<file path="src/rtl/img_word_packer.sv">
// Packs a stream of pixels into wide SRAM words, sixteen pixels per word,
// and writes a fixed number of words per load (two images back to back).
module img_word_packer #(
  parameter int PIX_W    = 8,
  parameter int WORD_PIX = 16,
  parameter int N_WORDS  = 2048
) (
  input  logic                        clk,
  input  logic                        rst_n,
  input  logic                        in_valid,
  input  logic [PIX_W:0]              in_data,
  output logic                        wr_en,
  output logic [$clog2(N_WORDS)-1:0]  wr_addr,
  output logic [PIX_W*WORD_PIX-1:0]   wr_data,
  output logic                        busy,
  output logic                        load_done
);

  localparam int WORD_W = PIX_W * WORD_PIX;
  localparam int ASM_W  = WORD_W - PIX_W;
  localparam int CNT_W  = $clog2(WORD_PIX);
  localparam int ADDR_W = $clog2(N_WORDS);
  localparam logic [CNT_W-1:0]  LAST_PIX  = CNT_W'(WORD_PIX - 1);
  localparam logic [ADDR_W-1:0] LAST_WORD = ADDR_W'(N_WORDS - 1);

  typedef enum logic {
    IDLE = 1'b0,
    LOAD = 1'b1
  } state_t;

  state_t             r_state;
  state_t             w_nextState;
  logic [CNT_W-1:0]   r_pixCnt;
  logic [ADDR_W-1:0]  r_wordCnt;
  logic [ASM_W-1:0]   r_asm;
  logic [WORD_W-1:0]  r_wrData;
  logic [ADDR_W-1:0]  r_wrAddr;
  logic               r_wrEn;
  logic               r_loadDone;

  logic [PIX_W-1:0]   w_pixel;
  logic               w_unused;
  logic               w_wordDone;
  logic               w_lastWord;

  // The top data bit is a sideband flag from the source and is not stored.
  assign w_pixel    = in_data[PIX_W-1:0];
  assign w_unused   = in_data[PIX_W];
  assign w_wordDone = in_valid && (r_pixCnt == LAST_PIX);
  assign w_lastWord = w_wordDone && (r_wordCnt == LAST_WORD);

  always_ff @(posedge clk or negedge rst_n) begin
    if (!rst_n) begin
      r_state <= IDLE;
    end else begin
      r_state <= w_nextState;
    end
  end

  // Leaving LOAD on the last accepting edge lets a pixel arriving during the
  // final write cycle be taken in IDLE as the start of the next load.
  always_comb begin
    w_nextState = r_state;
    case (r_state)
      IDLE:    if (in_valid) w_nextState = LOAD;
      LOAD:    if (w_lastWord) w_nextState = IDLE;
      default: w_nextState = IDLE;
    endcase
  end

  always_ff @(posedge clk or negedge rst_n) begin
    if (!rst_n) begin
      r_pixCnt   <= '0;
      r_wordCnt  <= '0;
      r_asm      <= '0;
      r_wrData   <= '0;
      r_wrAddr   <= '0;
      r_wrEn     <= 1'b0;
      r_loadDone <= 1'b0;
    end else begin
      r_wrEn     <= 1'b0;
      r_loadDone <= 1'b0;
      if (in_valid) begin
        r_pixCnt <= r_pixCnt + CNT_W'(1);
        for (int k = 0; k < WORD_PIX - 1; k++) begin
          if (r_pixCnt == CNT_W'(k)) begin
            r_asm[k*PIX_W +: PIX_W] <= w_pixel;
          end
        end
        // The final slot goes straight into the output word, so the assembly
        // register is free to take the next word's first pixel immediately.
        if (w_wordDone) begin
          r_wrEn     <= 1'b1;
          r_wrAddr   <= r_wordCnt;
          r_wrData   <= {w_pixel, r_asm};
          r_loadDone <= w_lastWord;
          r_wordCnt  <= w_lastWord ? '0 : r_wordCnt + ADDR_W'(1);
        end
      end
    end
  end

  assign wr_en     = r_wrEn;
  assign wr_addr   = r_wrAddr;
  assign wr_data   = r_wrData;
  assign load_done = r_loadDone;
  assign busy      = (r_state == LOAD) || r_loadDone;

endmodule

</file>
<file path="config.mk">
export PLATFORM = sky130hd
export DESIGN_NAME = img_word_packer
export DESIGN_NICKNAME = d
export VERILOG_FILES = /design/src/rtl/img_word_packer.sv
export SDC_FILE = /design/constraint.sdc
export NUM_CORES = 1
export LEC_CHECK = 0
export ABC_AREA = 1
export CAP_MARGIN = 25
export CORE_MARGIN = 2
export CORE_UTILIZATION = 54
export CTS_CLUSTER_DIAMETER = 40
export DETAILED_ROUTE_END_ITERATION = 6
export PLACE_DENSITY = 0.8
export SKIP_CTS_REPAIR_TIMING = 1
export SYNTH_ARGS = -nofsm -noshare
export SYNTH_HDL_FRONTEND = slang
export SYNTH_SLANG_ARGS = --single-unit
export TNS_END_PERCENT = 1
</file>
<file path="constraint.sdc">
create_clock -name clk -period 2 [get_ports clk]
set_clock_uncertainty 0.2 [all_clocks]
set_input_delay 0.2 -clock clk [delete_from_list [all_inputs] [get_ports clk]]
set_output_delay 0.2 -clock clk [all_outputs]
set_load 0.005 [all_outputs]
</file>
# Word level (Yosys, flattened, before mapping)
# Index checks and enable logic that the tools add are counted.
totals:
  reg_bits: 277
  latch_bits: 0
  ramBits: 0
  mem_bits_ro: 0
  inputBits: 12
  output_inout_bits: 142
  word_cells: 69
  n_memories: 0
op_classes:
  n_addsub: 2
  n_mul: 0
  n_div: 0
  magnitude_cmp: 0
  n_eq_ne: 16
  shifts: 0
  muxes: 8
  n_bitwise: 1
  n_reduce_logical: 20
op_table:
  columns: ["operator", "count"]
  rows:
  - ["$eq 4x4->1 const B", 8]
  - ["$reduce_and 2->1", 16]
  - ["$eq 4x3->1 const B", 4]
  - ["$add 11x1->11 const B", 1]
  - ["$eq 11x11->1 const B", 1]
  - ["$mux 11", 1]
  - ["$eq 4x2->1 const B", 2]
  - ["$mux 1", 6]
  - ["$add 4x1->4 const B", 1]
  - ["$eq 4x1->1 const B", 1]
  - ["$logic_not 4->1", 1]
  - ["$logic_and 1x1->1", 2]
  - ["$pmux 1 s2", 1]
  - ["$logic_or 1x1->1", 1]
  - ["$not 1->1", 1]

# Longest topological paths before layout
# Gate-level depths: netlist (run 1).
logic_depth:
  word_depth: 5
  ltp_mapped: 8
  ltp_nobuf: 7

# Worst setup path after synthesis (run 1)
# OpenSTA, ideal clock, no wires.
synth_timing:
  path_kind: "reg-to-reg"
  start: "reg r_pixCnt[0]"
  end: "reg r_wrData[100], in the netlist wr_data[100]"
  setup_time_ps: 116
  t_arrival_ps: 1307
  path_slack_ps: 377
  stages_incl_launch_ff: 9
  n_path_buf: 2
  period_less_slack_ps: 1623
  cell_sequence: "dfrtp_1 > ha_1 > nand2_2 > nor2_4 > inv_2 > buf_2 > buf_2 > nand2_1 > nand2_1"
synth_between:
  elab_chain_len: 3
synth_rtl:
  columns: ["item", "line_no", "source"]
  rows:
  - ["start: declaration", "33", "logic [CNT_W-1:0] r_pixCnt;"]
  - ["start signal: assignment", "84", "r_pixCnt <= r_pixCnt + CNT_W'(1);"]
  - ["$eq 4x4->1", "49", "assign w_wordDone = in_valid && (r_pixCnt == LAST_PIX);"]
  - ["$logic_and 1x1->1", "49", null]
  - ["$reduce_and 2->1 (no source line)", null, null]
  - ["end signal: assignment", "95", "r_wrData <= {w_pixel, r_asm};"]
  - ["end: declaration", "36", "logic [WORD_W-1:0] r_wrData;"]
# Every way passes these cells.
# A chain may end at the register's enable or synchronous reset.

# Worst setup path in the final report (run 1)
layout_timing:
  start: "reg r_loadDone, in the netlist load_done"
  end: "out load_done"
layout_rtl:
  columns: ["item", "line_no", "source"]
  rows:
  - ["start: declaration", "39", "logic r_loadDone;"]
  - ["start signal: assignment", "96", "r_loadDone <= w_lastWord;"]
  - ["end: declaration", "16", "output logic load_done"]
# No word-level cell between the ends.

==> run summary, run 1 <==
Status: finished, final reports clean
Share of post-route cells with drive strength above 1: 0.0701
Async SR Flop Fraction: 1.00
Initial drt markers: 503
CTS Buffer Depth: 3
Vias in the first global route: 7731
Setup TNS: 0 ns
Die Y-Extent: 143 um
Fillers: 1373
Via density: 5.19
R2r startpoint: r_pixCnt[0]
Slew Limit Fails: 0
Final count of negative-setup-slack endpoints: 0
Total CTS buffers: 34
Sequential area share after synthesis: 0.669
ANT nets after route: 0
Syn_area_per_cell: 9.45 um^2
Most frequent cells in the layout: 512 x nand2_1, 277 x dfrtp_1, 150 x clkdlybuf4s50_1
R2R Setup Slk: 0.18 ns
Crit start category: flop
Post-synth cell types: 19
Reg2reg path depth: 8
Root buf cell: clkbuf_16
Die W: 143 um
DIE AREA: 0.0203 mm^2
Commonest non-fill, non-tap cell in the layout: nand2_1
Clock latency on the worst-skew pair: 0.50 ns
Synth-to-Final Area Change: 30.1%
GPL Wtd Cong: 0.822
Peak Freq: 539 MHz
Initial cell density of the core: 0.552
First-pass GRT wire length: 40000 um
Via count: 7881
Overflow after GRT: 0
CTS tree: yes
Net count after synthesis: 1114
Largest area contributor in the netlist: dfrtp_1
Worst Max-Slew Pin Slew: 0.811 ns
Initial DRT Pass Iterations: 5
Placement row count: 50
# port buffers: 152
Hold Path Class: in2async
Cells after synthesis: 1097
Crit path kind: reg2out
Ant. Diodes: 0
Clock sink total: 277
LEAKAGE: 6.76 nW
Total track usage: 0.250
Prevailing post-synth register cell: dfrtp_1
Largest net degree at the start of global routing: 70
Maxcap violations: 0
Hpwl dp: 15000 um
Yosys reg bits: 277
RSZ-0062 raised after global routing: no
Worst-path clk slew: 0.05 ns
Max-slew headroom: 0.458
Tot Pwr: 21.1 mW
Total wire length: 24200 um
Final-report hold violation count: 0
RR Endpoint: wr_data[98]
Worst VDD drop: 866 uV
Synth area leaders: dfrtp_1 67%, nand2_1 19%, o21ai_0 5.9%
Initial antenna violation count: 0
Core area: 0.0188 mm^2
Warnings, synthesis: 0
Final nets: 1276
Crit path arrival time: 1.45 ns
Tcrit/Tclk final: 0.927
Power per Cell Area: 1560 mW/mm^2
Period minus WS final: 1.85 ns
CP required: 1.60 ns
H-tree levels: 2
Synth top area share: 0.669
CP Capture Type: output port
Synthesized area: 0.0104 mm^2
Remaining DRCs: 0
DR WL/cell: 16.0 um
I/O pin count: 154
EDFF count, synth: 0
Crit Path Max Fanout: 2
==> where the power goes <==
part           leakage [nW]  internal [mW]  switching (mW)
clock                 0.582           4.01            2.33
sequential             3.54           7.94            1.42
combinational          2.63           2.90            2.46
==> worst max-delay path by stage <==
stage / from / endpoint / slack [ns] / cells after the start
after global routing: r_pixCnt[0] / r_asm[51] / 0.003 / 6
after detailed placement: in_valid / r_asm[9] / -0.02 / 7
after CTS: load_done / busy / -0.06 / 2
final: load_done / load_done / 0.15 / 2
after global placement: in_valid / r_asm[76] / 0.09 / 7
after floorplan: r_pixCnt[0] / wr_data[100] / 0.38 / 8
==> stage by stage <==
step	std cells	setup WS, ns	hold slack, ns	util	area [um^2]
after floorplan	1097	0.377	-0.296	-	10400
after global placement	1455	0.0902	-0.0256	0.653	12300
after detailed placement	1455	-0.0182	-0.0255	0.653	12300
after CTS	1516	-0.0645	-0.552	0.717	13500
after global routing	1518	0.00271	0.0795	0.718	13500
final	1518	0.146	0.0396	0.718	13500
==> worst max-delay path: stages, from the launching register on <==
cell	delay, ns
dfrtp_1	0.36
buf_4	0.12
clkdlybuf4s50_1	0.49
==> cells in the mapped netlist, types with 3 or more instances <==
master    number
a21oi_1       24
buf_2         16
buf_4         10
clkbuf_1      28
dfrtp_1      277
ha_1           5
inv_1         33
nand2_1      512
nand3_1       10
nand4_1        5
nor2_1        40
nor3_1         3
o21ai_0      123
xor2_1         5
==> routing by layer <==
layer,track usage,routed length [um],up-vias
li1,-,-,3760
met1,0.350,10700,3874
met2,0.408,11800,215
met3,0.0481,1290,32
met4,0.0620,405,0
met5,0,0,-
==> kinds of logic (layout without fill, tap and decap cells) <==
family | Yosys count | in the layout | share of synthesized area
compound gates | 147 | 147 | 0.0710
xor+xnor | 5 | 5 | 0.00423
fa+ha+maj | 5 | 5 | 0.00604
buf+inv | 89 | 276 | 0.0378
flops | 277 | 277 | 0.669
simple gates | 574 | 574 | 0.212
==> registers in the layout, summed over array words and instances, names as in the netlist <==
| name | flops |
|---|---|
| r_asm | 120 |
| wr_addr | 11 |
| r_state | 1 |
| wr_data | 128 |
| r_pixCnt | 4 |
| wr_en | 1 |
| load_done | 1 |
| r_wordCnt | 11 |
==> cell type report <==
type	instances	area, um^2	area share
timing repair buffer	181	1890	0.140
sequential	277	6930	0.514
inverter	34	130	0.00965
clock buffer	48	1030	0.0762
multi-input combinational	731	3040	0.226
clock inverter	13	171	0.0127
tap	234	293	0.0217
Power figures use the tool's default switching activity.
==> run 2, diff against run 1 <==
Settings changed: TNS_END_PERCENT 1 to 5.
==> results of run 2 <==
The final DEF is identical to that of run 1; final timing and power are the same.
